==> config.mk <==
export PLATFORM = sky130hd
export DESIGN_NAME = ram_arbiter
export DESIGN_NICKNAME = d
export VERILOG_FILES = /design/src/rtl/cpu_types_pkg.sv /design/src/rtl/rr_picker.sv /design/src/rtl/ram_arbiter.sv
export SDC_FILE = /design/constraint.sdc
export NUM_CORES = 1
export LEC_CHECK = 0
export BUFFER_PORTS_ARGS = -buffer_cell sky130_fd_sc_hd__buf_4
export CORE_AREA = 2 2 171 173
export DETAILED_ROUTE_END_ITERATION = 10
export DIE_AREA = 0 0 173 175
export PLACE_DENSITY = 0.36
export RECOVER_POWER = 50
export SYNTH_ARGS = -nofsm -noshare
export SYNTH_HDL_FRONTEND = slang
export SYNTH_HIERARCHICAL = 1
export SYNTH_SLANG_ARGS = --single-unit
==> constraint.sdc <==
create_clock -name CLK -period 2.35 [get_ports CLK]
set_input_delay 0.235 -clock CLK [delete_from_list [all_inputs] [get_ports CLK]]
set_output_delay 0.235 -clock CLK [all_outputs]
set_load 0.005 [all_outputs]
==> src/rtl/cpu_types_pkg.sv <==
// Shared CPU/RAM types: word and RAM handshake encodings plus the arbiter's own
// state and source enums.
package cpu_types_pkg;

    typedef logic [31:0] word_t;

    typedef enum logic [1:0] {
        FREE   = 2'b00,
        BUSY   = 2'b01,
        ACCESS = 2'b10,
        ERROR  = 2'b11
    } ramstate_t;

    typedef enum logic {
        ARB_IDLE = 1'b0,
        ARB_BUSY = 1'b1
    } arb_state_t;

    typedef enum logic {
        SRC_D = 1'b0,
        SRC_I = 1'b1
    } arb_src_t;

    localparam int TCNT_W = 8;

endpackage

==> src/rtl/rr_picker.sv <==
// Rotating priority encoder: returns the first requester at or after rr_ptr,
// wrapping modulo CPUS.
module rr_picker #(
    parameter int CPUS = 2,
    parameter int CIDW = (CPUS > 1) ? $clog2(CPUS) : 1
) (
    input  logic [CPUS-1:0] any,
    input  logic [CIDW-1:0] rr_ptr,
    output logic            valid,
    output logic [CIDW-1:0] idx
);

    always_comb begin
        valid = 1'b0;
        idx   = '0;
        // Scan farthest offset first so the one nearest rr_ptr overwrites last.
        for (int k = CPUS - 1; k >= 0; k--) begin
            if (any[(int'(rr_ptr) + k) % CPUS]) begin
                valid = 1'b1;
                idx   = CIDW'((int'(rr_ptr) + k) % CPUS);
            end
        end
    end

endmodule

==> src/rtl/ram_arbiter.sv <==
// Multicore RAM arbiter: round-robin across CPUs, data before instruction within
// a CPU, one grant held until ACCESS. Optional forced release with ARB_TIMEOUT_EN.
module ram_arbiter
    import cpu_types_pkg::*;
#(
    parameter int CPUS    = 2,
    parameter int TIMEOUT = 255,
    parameter int CIDW    = (CPUS > 1) ? $clog2(CPUS) : 1
) (
    input  logic                 CLK,
    input  logic                 RST,
    input  logic [CPUS-1:0]      iREN,
    input  logic [CPUS-1:0]      dREN,
    input  logic [CPUS-1:0]      dWEN,
    input  word_t [CPUS-1:0]     iaddr,
    input  word_t [CPUS-1:0]     daddr,
    input  word_t [CPUS-1:0]     dstore,
    output logic [CPUS-1:0]      iwait,
    output logic [CPUS-1:0]      dwait,
    output word_t [CPUS-1:0]     iload,
    output word_t [CPUS-1:0]     dload,
    output logic                 ramREN,
    output logic                 ramWEN,
    output word_t                ramaddr,
    output word_t                ramstore,
    input  word_t                ramload,
    input  ramstate_t            ramstate,
    output logic [CIDW-1:0]      gnt_cpu,
    output logic                 busy,
    output logic                 timeout
);

    logic [CPUS-1:0] d_req, i_req, any;
    logic            pick_vld;
    logic [CIDW-1:0] pick_idx;

    arb_state_t      state_q, state_d;
    arb_src_t        gnt_src_q, gnt_src_d;
    logic [CIDW-1:0] gnt_cpu_q, gnt_cpu_d;
    logic [CIDW-1:0] rr_ptr_q, rr_ptr_d;
    logic [CIDW-1:0] rr_next;
    logic            gnt_live;

    assign d_req = dREN | dWEN;
    assign i_req = iREN;
    assign any   = d_req | i_req;

    rr_picker #(.CPUS(CPUS), .CIDW(CIDW)) u_pick (
        .any    (any),
        .rr_ptr (rr_ptr_q),
        .valid  (pick_vld),
        .idx    (pick_idx)
    );

    assign rr_next  = (gnt_cpu_q == CIDW'(CPUS - 1)) ? '0 : gnt_cpu_q + 1'b1;
    assign gnt_live = (gnt_src_q == SRC_D) ? d_req[gnt_cpu_q] : i_req[gnt_cpu_q];

    // Load buses are broadcast; only the CPU whose wait drops consumes them.
    assign iload   = {CPUS{ramload}};
    assign dload   = {CPUS{ramload}};
    assign gnt_cpu = gnt_cpu_q;
    assign busy    = (state_q == ARB_BUSY);

`ifdef ARB_TIMEOUT_EN
    logic [TCNT_W-1:0] tcnt_q, tcnt_d;
    logic              timeout_q, timeout_d;
    assign timeout = timeout_q;
`else
    assign timeout = 1'b0;
`endif

    always_comb begin
        state_d   = state_q;
        gnt_cpu_d = gnt_cpu_q;
        gnt_src_d = gnt_src_q;
        rr_ptr_d  = rr_ptr_q;
        iwait     = '1;
        dwait     = '1;
        ramREN    = 1'b0;
        ramWEN    = 1'b0;
        ramaddr   = '0;
        ramstore  = '0;
`ifdef ARB_TIMEOUT_EN
        tcnt_d    = tcnt_q;
        timeout_d = 1'b0;
`endif
        case (state_q)
            ARB_IDLE: begin
                if (pick_vld) begin
                    state_d   = ARB_BUSY;
                    gnt_cpu_d = pick_idx;
                    gnt_src_d = d_req[pick_idx] ? SRC_D : SRC_I;
`ifdef ARB_TIMEOUT_EN
                    tcnt_d    = '0;
`endif
                end
            end
            ARB_BUSY: begin
                if (gnt_src_q == SRC_D) begin
                    ramWEN   = dWEN[gnt_cpu_q];
                    ramREN   = dREN[gnt_cpu_q] & ~dWEN[gnt_cpu_q];
                    ramaddr  = daddr[gnt_cpu_q];
                    ramstore = dstore[gnt_cpu_q];
                end else begin
                    ramREN   = 1'b1;
                    ramaddr  = iaddr[gnt_cpu_q];
                end
                // A withdrawn request drops the grant silently and keeps rr_ptr.
                if (!gnt_live) begin
                    state_d = ARB_IDLE;
                end else if (ramstate == ACCESS) begin
                    if (gnt_src_q == SRC_D) dwait[gnt_cpu_q] = 1'b0;
                    else                    iwait[gnt_cpu_q] = 1'b0;
                    state_d  = ARB_IDLE;
                    rr_ptr_d = rr_next;
                end
`ifdef ARB_TIMEOUT_EN
                else if ({1'b0, tcnt_q} + 9'd1 == 9'(TIMEOUT)) begin
                    state_d   = ARB_IDLE;
                    timeout_d = 1'b1;
                    rr_ptr_d  = rr_next;
                end else begin
                    tcnt_d = tcnt_q + 1'b1;
                end
`endif
            end
            default: state_d = ARB_IDLE;
        endcase
    end

    always_ff @(posedge CLK or posedge RST) begin
        if (RST) begin
            state_q   <= ARB_IDLE;
            gnt_cpu_q <= '0;
            gnt_src_q <= SRC_D;
            rr_ptr_q  <= '0;
`ifdef ARB_TIMEOUT_EN
            tcnt_q    <= '0;
            timeout_q <= 1'b0;
`endif
        end else begin
            state_q   <= state_d;
            gnt_cpu_q <= gnt_cpu_d;
            gnt_src_q <= gnt_src_d;
            rr_ptr_q  <= rr_ptr_d;
`ifdef ARB_TIMEOUT_EN
            tcnt_q    <= tcnt_d;
            timeout_q <= timeout_d;
`endif
        end
    end

endmodule

==> flow_summary.toml, run 1 <==
[cells_and_area]
regArea_um2 = 105
fillers = 3273
diodes = 0
drive_above_1_share_pct = 70.3
areaGrowthSynthToFinish_pct = 57.0
nets = 697
multi_input_area_um2 = 1600
final_cell_area_um2 = 4460

[power]
p_seq_share_pct = 6.2
p_leak_nw = 2.12
p_comb_share_pct = 86.9
switching_power_mw = 1.52
cellPowerDensity_nw_per_um2 = 859
intPower_mw = 2.31
power.share.clock_pct = 6.9
swShare_pct = 39.6
ir_worst_vdd_mv = 0.252

[synth]
syn_area_um2 = 2840
synth_most_common_cell = "buf_4"
yosys-top-cells-count = "buf_4 (132), nor2_1 (37), mux2i_1 (33), and2_1 (32), mux4_2 (32)"
ys_ff_latch = 4
synth-async-reset-ratio_pct = 100
netlist_instances = 321
ys_warn_count = 6
synth_top_area_share_pct = 34.9
synth_area_per_cell_um2 = 8.84
synth.distinct_cells = 35
synth_nets = 555
yosys-top-cells-area = "buf_4 (35%), mux4_2 (25%), mux2i_1 (12%)"
ys.flop_type = "dfrtp_1"
ys_seq_area_share_pct = 3.53
synth_edf_count = 0
synth_top_area_cell = "buf_4"

[global_route]
track_usage_pct = 8.02
grt_pass1_wl_mm = 18.6
antenna_found_initial = 1
grt_max_degree = 34
grt_pass1_vias = 2930
grt_use_met2_pct = 14.6
overflow = 0
grt.met1_usage_pct = 8.05
grt_use_met3_pct = 2.81
top_usage_layer = "met2"

[clocking]
numCtsBuffers = 3
ctsResizeCount = 0
clkTransAtPathRegs_ns = 0.03
hold_buffers = 1
cts_tree = "yes"
clock_latency_ns = 0.22
postCtsSetupBuffers = 0
clockRootBuffer = "clkbuf_16"
cts_sinks = 4
htree_levels = 1
clk_path_buf_depth = 2

[routing]
ant_nets = 0
vias = 2757
first_iter_violations = 74
via_per_inst = 3.26
totalWireLength_mm = 12.7
first_pass_iters = 4
wire_per_inst_um = 15.1
drc_errors = 0

[setup_path]
reg2reg_depth = 4
cp_max_fo = 23
endpoint_kind = "output pin"
startpoint = "gnt_cpu"
path_class = "register to output pin"
timing.rr.start = "gnt_cpu"
worstPathArrival_ns = 1.87
regToRegEndpoint = "rr_ptr_q"
crit_path_start_kind = "register"
critPathRequiredTime_ns = 2.12
crit_end = "iwait[0]"
r2r_setup_slack_ns = 0.71

[placed_design]
postPlaceCellArea_um2 = 4370
portBuffers = 273
place_congestion = 0.763
dp_hpwl_mm = 11.2

[hold_path]
hold_class = "input pin to register"
min_from = "ramstate[1]"

[sta]
min_period_over_period_pct = 89.4
rsz0062_at_grt = "no"
setup_tns_ns = 0
setup_violations = 0
slew_viol_final = 0
final_hold_viol_count = 0
min_period_ns = 2.10
fmax_ghz = 0.476
skew_ns = 0.00227

[die]
num_rows = 62
io-pin-count = 435
dieArea_um2 = 30300
core_um2 = 28400
die_h_um = 175
floorplan.initialDensity_pct = 10.0
die_w_um = 173

[run_status]
status = "complete, no violations"

[job]
maxCapViolations = 0
[sequential cells by signal (all words and copies together), names as in the netlist]
name,flops
rr_ptr_q,1
gnt_cpu,1
busy,1
gnt_src_q,1
[power groups by stage]
stage / Combinational [mW] / Clock [mW] / Sequential (mW)
4_1_cts: 3.41 / 0.269 / 0.250
3_5_place_dp: 3.40 / 0 / 0.251
2_1_floorplan: 2.16 / 0 / 0.128
3_3_place_gp: 3.43 / 0 / 0.248
5_1_grt: 3.64 / 0.269 / 0.258
6_report: 3.33 / 0.264 / 0.237
[cells in the final DEF, fill, tap and decap left out, drive strengths merged, types with 2 or more instances in the layout]
master	n
nor2	37
or4	2
a21boi	2
inv	3
nor4	2
buf	285
dfrtp	4
nand3b	2
mux2i	33
nor3	2
or3	2
nand2	2
nand2b	2
mux4	32
and2	32
clkbuf	3
[per-stage QoR]
| stage | setup slack (ns) | total power, mW | instances | hold slack, ns | util (%) |
|---|---|---|---|---|---|
| final | 0.249 | 3.83 | 845 | 0.379 | 15.7 |
| after global routing | 0.172 | 4.16 | 845 | 0.457 | 15.7 |
| after CTS | 0.214 | 3.93 | 845 | 0.379 | 15.7 |
| after detailed placement | 0.454 | 3.65 | 841 | 0.170 | 15.4 |
| after global placement | 0.453 | 3.68 | 841 | 0.169 | 15.4 |
| after floorplan | 0.827 | 2.29 | 321 | 0.00108 | - |
[how the worst min path moves through the flow]
stage / to / slack [ns] / cells after the start
finish: busy / 0.38 / 4
global route: busy / 0.46 / 4
CTS: busy / 0.38 / 4
detailed placement: gnt_cpu / 0.17 / 2
global placement: gnt_cpu / 0.17 / 2
floorplan: busy / 0.001 / 1
[layer usage]
layer	wire length (um)	up-vias	part of all wire (%)
li1	-	1255	-
met1	4330	1235	34
met2	6450	222	51
met3	1380	43	11
met4	557	2	4.4
met5	12	-	0.094
[area by class of cell]
| cell class | instances | area share [%] |
|---|---|---|
| repair buffers | 286 | 49.1 |
| multi-input cells | 165 | 35.9 |
| well taps | 384 | 10.8 |
| flip-flops and latches | 4 | 2.36 |
| clock buffers | 3 | 1.68 |
| inverters | 3 | 0.253 |
[logic make-up (layout without fill, tap and decap cells)]
logic type / Yosys count / count (layout) / synth area share [%]
AND/OR/NAND/NOR: 89 / 89 / 16.4
other: 1 / 1 / 0.132
multiplexers: 66 / 66 / 37.4
buffers and inverters: 152 / 292 / 40.2
flip-flops: 4 / 4 / 3.53
AO/OA/AOI/OAI: 9 / 9 / 2.38
[worst max-delay path, cell delays in order (launching register included)]
cell	delay, ns
dfrtp_4	0.56
buf_4	0.28
or4_1	0.63
buf_4	0.18
Note: power is estimated with default switching activity, not from simulation.
==> run 2: changes to the inputs <==
--- a/config.mk
+++ b/config.mk
@@ -5,11 +5,11 @@
 export SDC_FILE = /design/constraint.sdc
 export NUM_CORES = 1
 export LEC_CHECK = 0
-export BUFFER_PORTS_ARGS = -buffer_cell sky130_fd_sc_hd__buf_4
 export CORE_AREA = 2 2 171 173
 export DETAILED_ROUTE_END_ITERATION = 10
 export DIE_AREA = 0 0 173 175
-export PLACE_DENSITY = 0.36
+export DONT_BUFFER_PORTS = 1
+export PLACE_DENSITY = 0.3
 export RECOVER_POWER = 50
 export SYNTH_ARGS = -nofsm -noshare
 export SYNTH_HDL_FRONTEND = slang
==> run 2 against run 1 <==
Effect of this change:
- largest cell class is now multi-input combinational cells
- wire length fell by 26%
- clock-buffer cell count rose by 1
- clock skew rose by 0.0010 ns
- non-clock buffer count fell by 273
- critical path depth did not move
- worst setup slack got worse by 0.073 ns
- maximum frequency fell by 3.3%
- global-route usage fell by 2.6 points
==> flow_summary.toml, run 2 (synthesized netlist as in run 1, its figures left out) <==
[global_route]
grt_max_degree = 34
grt_pass1_vias = 1808
track_usage_pct = 5.44
grt_pass1_wl_mm = 12.2
overflow = 0
antenna_found_initial = 1

[clocking]
cts_tree = "yes"
cts_sinks = 4
numCtsBuffers = 3
postCtsSetupBuffers = 0
clockRootBuffer = "clkbuf_16"
hold_buffers = 1
ctsResizeCount = 0
clk_path_buf_depth = 2
clock_latency_ns = 0.22
clkTransAtPathRegs_ns = 0.03
htree_levels = 1

[setup_path]
cp_cell_sequence = "buf_12 -> mux4_2 -> and2_1"
r2r_setup_slack_ns = 0.68
path_class = "register to output pin"
reg2reg_depth = 4
worstPathArrival_ns = 1.94
endpoint_kind = "output pin"
critPathRequiredTime_ns = 2.12
timing.rr.start = "gnt_cpu"
critical_path.max_stage_delay_ns = 0.75
crit_path_start_kind = "register"
slowest_stage = "dfrtp_4"
cp_max_fo = 26
regToRegEndpoint = "rr_ptr_q"

[power]
p_seq_share_pct = 10.0
intPower_mw = 1.44
ir_worst_vdd_mv = 0.308
cellPowerDensity_nw_per_um2 = 1120
swShare_pct = 46.5
p_comb_share_pct = 79.9
power.share.clock_pct = 10.1
switching_power_mw = 1.25
p_leak_nw = 0.790

[hold_path]
min_to = "busy"
min_from = "ramstate[1]"
hold_class = "input pin to register"
worstHoldPathCells = 3

[die]
io-pin-count = 435
floorplan.initialDensity_pct = 10.0
core_um2 = 28400
die_w_um = 173
num_rows = 62
dieArea_um2 = 30300
die_h_um = 175

[sta]
fmax_ghz = 0.460
setup_violations = 0
setup_tns_ns = 0
max_slew_margin_pct = 64.5
slew_viol_final = 0
min_period_over_period_pct = 92.5
worst_slew_pin_slew_ns = 0.532
final_hold_viol_count = 0
skew_ns = 0.00332
min_period_ns = 2.17
rsz0062_at_grt = "no"

[cells_and_area]
final_core_util_pct = 8.45
final_cell_area_um2 = 2400
regArea_um2 = 104
nets = 424
drive_above_1_share_pct = 26.5
layout_common_cells = "nor2_1 (37), mux2i_1 (33), mux4_2 (32), and2_1 (32), buf_4 (10)"
layout_commonest_cell = "nor2_1"
multi_input_area_um2 = 1600
fillers = 3294
areaGrowthSynthToFinish_pct = -15.5

[routing]
ant_nets = 0
drc_errors = 0
first_pass_iters = 4
totalWireLength_mm = 9.41
first_iter_violations = 52
via_per_inst = 3.01
wire_per_inst_um = 16.4
vias = 1725

[placed_design]
portBuffers = 0
place_congestion = 0.748
postPlaceCellArea_um2 = 2310
dp_hpwl_mm = 8.32

[job]
maxCapViolations = 0

[run_status]
status = "complete, no violations"
==> run 2: cell types whose count changed in the layout (fill, tap and decap cells not counted), sizes merged <==
cell	before	now
clkbuf	3	4
buf	285	12
diode	0	1
==> run 2: worst max path at each step <==
stage	startpoint	endpoint	depth (start not counted)
floorplan	gnt_cpu	ramaddr[0]	4
global placement	gnt_cpu	ramaddr[23]	3
detailed placement	gnt_cpu	ramaddr[25]	3
CTS	gnt_cpu	ramaddr[25]	3
global route	gnt_cpu	ramaddr[26]	3
finish	gnt_cpu	ramaddr[25]	3
==> run 2: routing by layer <==
layer / GRT usage [%] / part of all wire (%) / up-vias
met3: 1.89 / 13 / 42
met1: 4.75 / 30 / 777
met2: 10.8 / 53 / 191
met5: 0 / 0 / -
li1: - / - / 715
met4: 2.97 / 4.3 / 0
==> run 2: power groups by stage <==
stage | Combinational (mW) | Clock (mW) | Sequential (mW)
2_1_floorplan | 2.16 | 0 | 0.128
3_3_place_gp | 2.22 | 0 | 0.282
3_5_place_dp | 2.21 | 0 | 0.284
4_1_cts | 2.22 | 0.275 | 0.284
5_1_grt | 2.33 | 0.283 | 0.299
6_report | 2.14 | 0.272 | 0.269
==> run 2: cell type report <==
cell class              count  area share [%]
well taps                 384            20.0
diodes                      1           0.104
multi-input cells         165            66.6
inverters                   3           0.469
clock buffers               4            3.28
repair buffers             13            5.21
flip-flops and latches      4            4.33
==> run 2: per-stage QoR <==
step                instances  hold WS [ns]  total power [mW]  setup slack, ns
finish                    574         0.309              2.69            0.177
global route              574         0.330              2.91           0.0642
CTS                       573         0.300              2.77            0.108
detailed placement        568        0.0213              2.50            0.347
global placement          568        0.0166              2.50            0.400
floorplan                 321       0.00108              2.29            0.827
==> run 2: worst max-delay path, delay by kind of cell (launching register included) <==
kind	cells	cell delay (ns)
simple gates	1	0.19
buf+inv	1	0.24
flops	1	0.75
mux	1	0.51
==> run 3: changes to the inputs <==
--- a/config.mk
+++ b/config.mk
@@ -5,12 +5,13 @@
 export SDC_FILE = /design/constraint.sdc
 export NUM_CORES = 1
 export LEC_CHECK = 0
-export CORE_AREA = 2 2 171 173
+export CORE_AREA = 2 2 169 171
 export DETAILED_ROUTE_END_ITERATION = 10
-export DIE_AREA = 0 0 173 175
+export DIE_AREA = 0 0 171 173
 export DONT_BUFFER_PORTS = 1
 export PLACE_DENSITY = 0.3
 export RECOVER_POWER = 50
+export SKIP_CTS_REPAIR_TIMING = 1
 export SYNTH_ARGS = -nofsm -noshare
 export SYNTH_HDL_FRONTEND = slang
 export SYNTH_HIERARCHICAL = 1
==> run 3 against run 2 <==
Effect of this change:
- via count down 2.8%
- final cell count decreased by 1.4%
- register-to-register slack worse by 0.03 ns
- largest power group unchanged
==> flow_summary.toml, run 3 (synthesized netlist as in run 1, its figures left out) <==
[global_route]
grt_max_degree = 55
track_usage_pct = 5.46
overflow = 0
grt_pass1_vias = 1767
antenna_found_initial = 6
grt_pass1_wl_mm = 11.8

[power]
ir_worst_vdd_mv = 0.371
p_leak_nw = 0.769
swShare_pct = 46.5
p_comb_share_pct = 83.8
cellPowerDensity_nw_per_um2 = 1120
power.share.clock_pct = 10.2
intPower_mw = 1.42
switching_power_mw = 1.24
p_seq_share_pct = 5.9

[setup_path]
critPathRequiredTime_ns = 2.12
cp_max_fo = 54
cp_cell_sequence = "buf_12 -> mux4_2 -> and2_1"
slowest_stage = "mux4_2"
crit_path_start_kind = "register"
worstPathArrival_ns = 1.74
critical_path.max_stage_delay_ns = 0.56
reg2reg_depth = 4
path_class = "register to output pin"
endpoint_kind = "output pin"

[die]
die_h_um = 173
core_um2 = 27600
num_rows = 61
die_w_um = 171
floorplan.initialDensity_pct = 10.3
dieArea_um2 = 29600
io-pin-count = 435

[routing]
ant_nets = 0
vias = 1676
wire_per_inst_um = 16.4
via_per_inst = 2.96
first_pass_iters = 4
drc_errors = 0
first_iter_violations = 57
totalWireLength_mm = 9.28

[clocking]
clock_latency_ns = 0.22
clockRootBuffer = "clkbuf_16"
cts_tree = "yes"
clk_path_buf_depth = 2
clkTransAtPathRegs_ns = 0.03
htree_levels = 1
cts_sinks = 4
numCtsBuffers = 3

[sta]
setup_tns_ns = 0
rsz0062_at_grt = "no"
slew_viol_final = 0
min_period_over_period_pct = 83.9
skew_ns = 0.00223
fmax_ghz = 0.507
setup_violations = 0
final_hold_viol_count = 0
min_period_ns = 1.97

[cells_and_area]
nets = 419
layout_common_cells = "nor2_1 (37), mux2i_1 (33), mux4_2 (32), and2_1 (32), buf_4 (4)"
drive_above_1_share_pct = 24.5
layout_commonest_cell = "nor2_1"
fillers = 3230
regArea_um2 = 104
areaGrowthSynthToFinish_pct = -16.4
multi_input_area_um2 = 1600
stdcell_count = 566

[hold_path]
hold_class = "input pin to register"
worstHoldPathCells = 3

[placed_design]
portBuffers = 0
dp_hpwl_mm = 8.12
place_congestion = 0.710
placed_cells = 557

[run_status]
status = "complete, no violations"

[job]
maxCapViolations = 0
run 3: layout make-up:
type / count / area share, %
sequential: 4 / 4.37
multi-input combinational: 165 / 67.3
inverter: 3 / 0.474
timing repair buffer: 8 / 4.21
tap: 378 / 19.9
clock buffer: 4 / 3.32
antenna: 4 / 0.421
run 3: power by group through the flow:
| stage | Clock [mW] | Sequential, mW | Combinational (mW) |
|---|---|---|---|
| after floorplan | 0 | 0.128 | 2.16 |
| after global placement | 0 | 0.160 | 2.26 |
| after detailed placement | 0 | 0.160 | 2.28 |
| after CTS | 0.276 | 0.159 | 2.29 |
| after global routing | 0.284 | 0.162 | 2.45 |
| final | 0.271 | 0.158 | 2.23 |
run 3: through the flow:
step	utilization, %	total power, mW	instance area (um2)	hold slack [ns]	setup slack (ns)
floorplan	-	2.29	2840	0.00108	0.827
global placement	8.24	2.42	2280	0.0217	0.631
detailed placement	8.24	2.44	2280	0.0203	0.606
CTS	8.52	2.72	2350	-0.217	0.366
global route	8.58	2.89	2370	0.332	0.316
finish	8.60	2.66	2370	0.304	0.379
run 3: worst paths after layout:
path | startpoint | to | slack, ns
max reg2reg | gnt_cpu | rr_ptr_q | 0.65
min | ramstate[1] | busy | 0.30
max in group asynchronous | RST | gnt_cpu | 1.80
max | gnt_cpu | ramaddr[27] | 0.38
min reg2reg | rr_ptr_q | rr_ptr_q | 0.52
min in group asynchronous | RST | gnt_cpu | 0.39
run 3: critical path, delay by kind of cell, from the launching register on:
kind / cells / cell delay, ns
buf+inv: 1 / 0.30
flops: 1 / 0.43
mux: 1 / 0.56
simple gates: 1 / 0.19
run 3: metal layers:
layer	track usage, %	vias up	share of wire [%]
met4	3.18	4	3.1
met1	4.74	761	30
li1	-	705	-
met2	10.7	177	54
met5	0	-	0.26
met3	1.72	29	13
